## src/rtl/bcd_pkg.sv

```systemverilog
// Shared definitions for the sequential binary-to-BCD converter.
// Holds the FSM state encoding and the default WIDTH/DIGITS sizing.
package bcd_pkg;

  localparam int DEF_WIDTH  = 8;
  localparam int DEF_DIGITS = 3;

  // Two-bit encoding leaves two unused codes; the FSM sends them to IDLE.
  typedef enum logic [1:0] {
    IDLE  = 2'd0,
    SHIFT = 2'd1
  } state_e;

endpackage

```

## src/rtl/bin_to_bcd_seq_if.sv

```systemverilog
// Request/result bundle for bin_to_bcd_seq.
//   start   : conversion request (master -> slave)
//   bin_in  : unsigned binary operand (master -> slave)
//   busy    : conversion in progress (slave -> master)
//   done    : one-cycle pulse, new result on bcd_out (slave -> master)
//   bcd_out : packed BCD result, LS digit in [3:0] (slave -> master)
interface bin_to_bcd_seq_if
  import bcd_pkg::*;
#(
  parameter int WIDTH  = DEF_WIDTH,
  parameter int DIGITS = DEF_DIGITS
);

  logic                  start;
  logic [WIDTH-1:0]      bin_in;
  logic                  busy;
  logic                  done;
  logic [4*DIGITS-1:0]   bcd_out;

  modport master (output start, bin_in, input busy, done, bcd_out);
  modport slave  (input start, bin_in, output busy, done, bcd_out);

endinterface

```

## src/rtl/bcd_add3.sv

```systemverilog
// Double-dabble digit correction: a BCD digit of 5 or more gets 3 added
// so that the following left shift carries correctly into the next digit.
//   d_i : 4-bit digit before correction
//   d_o : 4-bit corrected digit
module bcd_add3 (
  input  logic [3:0] d_i,
  output logic [3:0] d_o
);

  assign d_o = (d_i >= 4'd5) ? d_i + 4'd3 : d_i;

endmodule

```

## src/rtl/bin_to_bcd_seq.sv

```systemverilog
// Sequential binary-to-BCD converter, shift-and-add-3, one bit per clock.
//   clk   : clock, rising edge
//   reset : asynchronous, active-high
//   bus   : slave side of bin_to_bcd_seq_if (start/bin_in in,
//           busy/done/bcd_out out)
// A start seen in IDLE captures bin_in; WIDTH edges later the result is
// loaded into bcd_out and done pulses for one cycle.
module bin_to_bcd_seq
  import bcd_pkg::*;
#(
  parameter int WIDTH  = DEF_WIDTH,
  parameter int DIGITS = DEF_DIGITS
) (
  input  logic                clk,
  input  logic                reset,
  bin_to_bcd_seq_if.slave     bus
);

  localparam int CW = $clog2(WIDTH + 1);
  localparam int BW = 4 * DIGITS;

  state_e            state_q, state_d;
  logic [WIDTH-1:0]  opnd_q, opnd_d;
  logic [BW-1:0]     scratch_q, scratch_d;
  logic [CW-1:0]     cnt_q, cnt_d;
  logic [BW-1:0]     bcd_q, bcd_d;
  logic              done_q, done_d;

  logic [BW-1:0]     corr;

  genvar g;
  generate
    for (g = 0; g < DIGITS; g++) begin : g_digit
      bcd_add3 u_add3 (
        .d_i (scratch_q[4*g +: 4]),
        .d_o (corr[4*g +: 4])
      );
    end
  endgenerate

  always_comb begin
    state_d   = state_q;
    opnd_d    = opnd_q;
    scratch_d = scratch_q;
    cnt_d     = cnt_q;
    bcd_d     = bcd_q;
    done_d    = 1'b0;
    case (state_q)
      IDLE: begin
        if (bus.start) begin
          opnd_d    = bus.bin_in;
          scratch_d = '0;
          cnt_d     = '0;
          state_d   = SHIFT;
        end
      end
      SHIFT: begin
        {scratch_d, opnd_d} = {corr, opnd_q} << 1;
        cnt_d               = cnt_q + CW'(1);
        // Last iteration: publish the fully shifted scratch in one step so
        // bcd_out never shows a partial value.
        if (cnt_q == CW'(WIDTH - 1)) begin
          bcd_d   = scratch_d;
          done_d  = 1'b1;
          state_d = IDLE;
        end
      end
      default: state_d = IDLE;
    endcase
  end

  always_ff @(posedge clk or posedge reset) begin
    if (reset) begin
      state_q   <= IDLE;
      opnd_q    <= '0;
      scratch_q <= '0;
      cnt_q     <= '0;
      bcd_q     <= '0;
      done_q    <= 1'b0;
    end else begin
      state_q   <= state_d;
      opnd_q    <= opnd_d;
      scratch_q <= scratch_d;
      cnt_q     <= cnt_d;
      bcd_q     <= bcd_d;
      done_q    <= done_d;
    end
  end

  // Outputs come straight from flops: no combinational path from start.
  assign bus.busy    = (state_q == SHIFT);
  assign bus.done    = done_q;
  assign bus.bcd_out = bcd_q;

endmodule

```

## src/flat_wrapper.sv

```systemverilog
// flat-port wrapper written by rule: the top's interface ports become plain ports
module bin_to_bcd_seq_flat import bcd_pkg::*;
#(
  parameter int WIDTH  = DEF_WIDTH,
  parameter int DIGITS = DEF_DIGITS
)
  (clk, reset, bus_start, bus_bin_in, bus_busy, bus_done, bus_bcd_out);
  bin_to_bcd_seq_if #(.WIDTH(WIDTH), .DIGITS(DIGITS)) bus_i ();
  input  logic clk;
  input  logic reset;
  input wire logic [$bits(bus_i.start)-1:0] bus_start;
  input wire logic [$bits(bus_i.bin_in)-1:0] bus_bin_in;
  output wire logic [$bits(bus_i.busy)-1:0] bus_busy;
  output wire logic [$bits(bus_i.done)-1:0] bus_done;
  output wire logic [$bits(bus_i.bcd_out)-1:0] bus_bcd_out;
  assign bus_i.start = bus_start;
  assign bus_i.bin_in = bus_bin_in;
  assign bus_busy = bus_i.busy;
  assign bus_done = bus_i.done;
  assign bus_bcd_out = bus_i.bcd_out;
  bin_to_bcd_seq #(.WIDTH(WIDTH), .DIGITS(DIGITS)) u_core (.clk(clk), .reset(reset), .bus(bus_i));
endmodule
```

## config.mk

```make
export PLATFORM = sky130hd
export DESIGN_NAME = bin_to_bcd_seq_flat
export DESIGN_NICKNAME = d
export VERILOG_FILES = /design/src/rtl/bcd_pkg.sv /design/src/rtl/bin_to_bcd_seq_if.sv /design/src/rtl/bcd_add3.sv /design/src/rtl/bin_to_bcd_seq.sv /design/src/flat_wrapper.sv
export SDC_FILE = /design/constraint.sdc
export NUM_CORES = 1
export LEC_CHECK = 0
export CAP_MARGIN = 20
export CORE_MARGIN = 3
export CORE_UTILIZATION = 58
export DETAILED_ROUTE_END_ITERATION = 6
export PLACE_DENSITY = 0.84
export SLEW_MARGIN = 15
export SYNTH_ARGS = -nofsm -noshare
export SYNTH_HDL_FRONTEND = slang
export SYNTH_HIERARCHICAL = 1
export SYNTH_SLANG_ARGS = --single-unit
```

## constraint.sdc

```tcl
create_clock -name clk -period 3.71 [get_ports clk]
set_input_delay 0.371 -clock clk [delete_from_list [all_inputs] [get_ports clk]]
set_output_delay 0.371 -clock clk [all_outputs]
set_load 0.01 [all_outputs]
```

== Yosys cells after proc, flatten, opt, wreduce, memory -nomap -nowiden ==
Index checks and enable logic that the tools add are counted.

* Bits in registers: 39
* Bits of input ports: 11
* Output and inout bits: 14
* Word-level logic and storage cells: 36

* Add/subtract/negate cells: 4
* Magnitude comparators: 3
* Equal/unequal tests: 4
* Muxes and demuxes: 14
* Reductions and logical operators: 5

{| class="wikitable"
|+ Operator list
! kind !! number
|-
| 12-bit one-hot mux with 2 select lines || 1
|-
| 8-bit one-hot mux with 2 select lines || 1
|-
| 4-bit by 3-bit >= comparator with 1-bit output, second input constant || 3
|-
| 12-bit 2-to-1 mux || 1
|-
| 4-bit 2-to-1 mux || 3
|-
| 4-bit by 2-bit adder with 4-bit output, second input constant || 2
|-
| 8-bit 2-to-1 mux || 1
|-
| 4-bit one-hot mux with 2 select lines || 1
|-
| 2-bit AND reduction || 3
|-
| 4-bit by 1-bit adder with 4-bit output, second input constant || 1
|-
| 4-bit by 3-bit == test with 1-bit output, second input constant || 1
|-
| 2-bit 2-to-1 mux || 2
|-
| 2-bit one-hot mux with 2 select lines || 1
|-
| 3-bit by 2-bit adder with 3-bit output, second input constant || 1
|-
| 3-bit 2-to-1 mux || 1
|-
| 2-bit by 1-bit == test with 1-bit output, second input constant || 1
|-
| 2-bit logical NOT || 1
|-
| 1-bit 2-to-1 mux || 2
|-
| 2-bit by 1-bit inequality test with 1-bit output, second input constant || 1
|-
| 2-bit inequality test, second input constant || 1
|-
| 2-bit nonzero test || 1
|}

== Longest topological paths before layout ==
* Word-level depth: 3
* Mapped depth: 6
* Mapped depth without buffers: 6

== Hierarchy ==
Netlist, hierarchy kept.

{| class="wikitable"
|+ Modules (own cells, without submodules)
! module !! instances !! cells each !! area each (µm²) !! seq. area each (µm²)
|-
| bin_to_bcd_seq || 1 || 109 || 1502.7 || 950.9
|-
| bcd_add3 || 3 || 16 || 101.3 || 0.0
|}

== Least setup slack after synthesis ==
No wires, ideal clock.

* Path type: register to register
* Start point: register u_core.scratch_q[8]
* End point: register u_core.bcd_q[10] (netlist: u_core/bus.bcd_out[10])
* Setup time: 0.125 ns
* Arrival: 1.280 ns
* Data required time: 3.585 ns
* Slack: 2.305 ns
* Cell stages (with the launch flop): 6
* Path buffers: 0
* Period minus slack after synthesis: 1.405 ns
* Path through: dfrtp_1 ha_1 nand2b_1 a21oi_2 mux2i_1 mux2_2

* Word-level cells in the longest chain between the ends: 2
* Elaborated cells on any way between the ends: 3
* Classes of those cells: add/sub (1); order compare (1); mux (1)

{| class="wikitable"
|+ RTL lines
! item !! RTL line !! text
|-
| start: declaration || bin_to_bcd_seq.sv:24 || <nowiki>logic [BW-1:0] scratch_q, scratch_d;</nowiki>
|-
| start signal: assignment || bin_to_bcd_seq.sv:83 || <nowiki>scratch_q <= scratch_d;</nowiki>
|-
| 4-bit by 3-bit >= comparator with 1-bit output or 3-bit by 2-bit adder with 3-bit output (tied branches) || bcd_add3.sv:10 || <nowiki>assign d_o = (d_i >= 4'd5) ? d_i + 4'd3 : d_i;</nowiki>
|-
| 3-bit 2-to-1 mux * || bcd_add3.sv:10 ||
|-
| named net u_core.corr[9] || bin_to_bcd_seq.sv:29 || <nowiki>logic [BW-1:0] corr;</nowiki>
|-
| end signal: assignment || bin_to_bcd_seq.sv:78 || <nowiki>bcd_q <= '0;</nowiki>
|-
| end signal: assignment || bin_to_bcd_seq.sv:85 || <nowiki>bcd_q <= bcd_d;</nowiki>
|-
| end: declaration || bin_to_bcd_seq.sv:26 || <nowiki>logic [BW-1:0] bcd_q, bcd_d;</nowiki>
|}

The timed path passes the listed nets; every way through them passes the cells marked *.
A chain may end at the register's enable or synchronous reset.

== Worst setup path after layout ==
* Start point: register u_core.state_q[0]
* End point: output bus_busy

* Word-level cells in the longest chain between the ends: 1

{| class="wikitable"
|+ RTL lines
! item !! RTL line !! text
|-
| start: declaration || bin_to_bcd_seq.sv:22 || <nowiki>state_e state_q, state_d;</nowiki>
|-
| start signal: assignment || bin_to_bcd_seq.sv:81 || <nowiki>state_q <= state_d;</nowiki>
|-
| 2-bit by 1-bit == test with 1-bit output || bin_to_bcd_seq.sv:91 || <nowiki>assign bus.busy = (state_q == SHIFT);</nowiki>
|-
| end: declaration || flat_wrapper.sv:13 || <nowiki>output wire logic [$bits(bus_i.busy)-1:0] bus_busy;</nowiki>
|}

Every way passes these cells.

==> metrics <==
mapped cell area=1790 um^2; vias per inst=around 5.5; Tcrit/Tclk final=54.3%; fillcell total=221; crit-path cells=buf_4 -> clkdlybuf4s50_1; status=finished, final reports clean; PwrDens=880 nW/um^2; Max FO, Critical Path=35; Mean Syn Cell Area=11.7 um^2; FP Rows=19; max-cap violation count=0; largest net degree at the start of global routing=39; DRT iter0 DRCs=23; switching share of total power=35.6%; fin area=2120 um^2; I/O Buffers=24; Max Slew Vio Count=0; vias in the first global route=1,213; die area=3780 um^2; Critical Path Sink Type=primary output; clock latency on the worst-skew pair=between 300 and 400 ps; Data required, critical path=3340 ps; CTS sink count=38; TritonCTS clock tree=built; combinational share of power=46.1%; # IOs=25; DRC viols=0; Metal-1 WL=1.25 mm; RSZ-0062 raised after global routing=false; Finished Layout Cells=around 210; CP Launch Point=u_core/state_q[0]; Die W=61.5 um; final net count=197; dpl cells=between 200 and 250; Root Buffer=clkbuf_4; syn_nets=171; vias=1,171; Worst Setup EP=bus_busy; met3 routed WL=roughly 120 um; core area=around 2900 um^2; Worst Path Arrival=~1600 ps; measured slew at the worst slew-check pin=between 900 and 1000 ps; internal power=1.20 mW; clock slew at reported path FFs=approximately 110 ps; Critical R2R Launch=u_core/scratch_q[0]; Post-Route WL=~3 mm; met2 WL=1.57 mm; initial antenna violation count=0; DRT Pass-1 Iters=4; final setup vio count=0; Yosys warnings=6; # diodes=0; f_max=a little under 500 MHz; GPL Wtd Cong=0.801; slew margin rel.=35.1%; Clock Skew=6.95 ps; Clk pwr share=14.5%; Leak=1.01 nW; ratio of cells with drive above 1 in the final layout=15.0%; htree depth=2; minimum clock period=2010 ps; Post-Synthesis Cells=around 150; Post-CTS Repair Setup Buffers=0; worst reg2reg endpoint=u_core/bus.bcd_out[2]; Reg power frac=around two fifths; worst setup path class=register to primary output; Final Power=1.86 mW; Detail Route Antenna Nets=0; hold_buf cts=0; post-cts sizing count=0; Post-DP Area=2040 um^2; Worst R2R Setup Slack=around 2200 ps; area grow syn2layout=18.4%; worst hold slack=434 ps; setup TNS=0 ps; R2R cell count=6; CP max-delay cell=clkdlybuf4s50_1; Die Y=between 60 and 70 um; first-pass GRT wire length=5.18 mm; clk buf depth=2; Hold Vio Cnt, Final=0; GRT overflow=0; Initial Utilization=about 63%; Tot GR Track Use=19.1%; CP peak stage delay=~600 ps; DR top layer=met4; crit start category=register; WL per Instance=about 14 um; Peak VDD IR=between 0.4 and 0.5 mV; Hold Crit Class=input pin to asynchronous set/reset pin; TritonCTS buffer count=5; NetSw=662 uW
-- power by group through the flow --
| stage | combinational, mW | clock, mW | sequential, mW |
|---|---|---|---|
| 6_report | 0.859 | 0.270 | 0.733 |
| 2_1_floorplan | 0.605 | 0 | 0.742 |
| 3_3_place_gp | 0.825 | 0 | 0.729 |
| 5_1_grt | 0.971 | 0.294 | 0.759 |
| 3_5_place_dp | 0.868 | 0 | 0.741 |
| 4_1_cts | 0.872 | 0.281 | 0.734 |
-- registers in the layout (all words and copies together), names as in the netlist --
register	cells
u_core/state_q	1
u_core/bus.bcd_out	12
u_core/cnt_q	4
u_core/opnd_q	8
u_core/bus.done	1
u_core/scratch_q	12
-- routing by layer --
metal,vias to the layer above,global-route usage (%)
met5,-,0
met4,0,10.6
met3,5,5.87
met2,21,32.9
met1,572,20.8
li1,573,-
-- per-stage QoR --
stage / utilization, % / worst slack (ps)
after floorplan: - / 2310
after global placement: 71.4 / 1480
after detailed placement: 71.4 / 1390
after CTS: 74.2 / 1670
after global routing: 74.2 / 1590
final: 74.2 / 1700
-- cell usage in the layout (no fill, tap or decap), types with 2 or more instances in the layout --
cell and count:
a21oi_2 3, clkbuf_4 5, ha_1 7, mux2i_1 11, xnor2_1 4, nand2b_1 7
a22o_1 13, nand2_1 20, mux2_2 13, clkdlybuf4s50_1 24, o21ai_0 11, clkinv_2 2
nor2_1 6, o21ai_1 2, buf_4 2, inv_1 8, dfrtp_1 38
-- critical path, delay by kind of cell, from the launching register on --
kind / cells / cell delay [ps]
DFF: 1 / 370
buffers and inverters: 2 / 930
-- worst min path at each step --
stage,cells past startpoint,endpoint,start
6_report,3,u_core/opnd_q[5],reset
5_1_grt,3,u_core/bus.bcd_out[0],reset
4_1_cts,3,u_core/bus.done,reset
3_5_place_dp,2,u_core/opnd_q[2],u_core/opnd_q[1]
3_3_place_gp,2,u_core/opnd_q[4],u_core/opnd_q[3]
2_1_floorplan,2,u_core/opnd_q[2],u_core/opnd_q[1]
-- cell type report --
type / count / area, um^2 / area share [%]
inverter: 8 / 30.0 / 1.42
tap: 31 / 38.8 / 1.83
timing repair buffer: 26 / 255 / 12.1
clock inverter: 3 / 40.0 / 1.89
multi-input combinational: 100 / 763 / 36.1
clock buffer: 5 / 37.5 / 1.77
sequential: 38 / 951 / 44.9
Note: power is estimated with default switching activity, not from simulation.
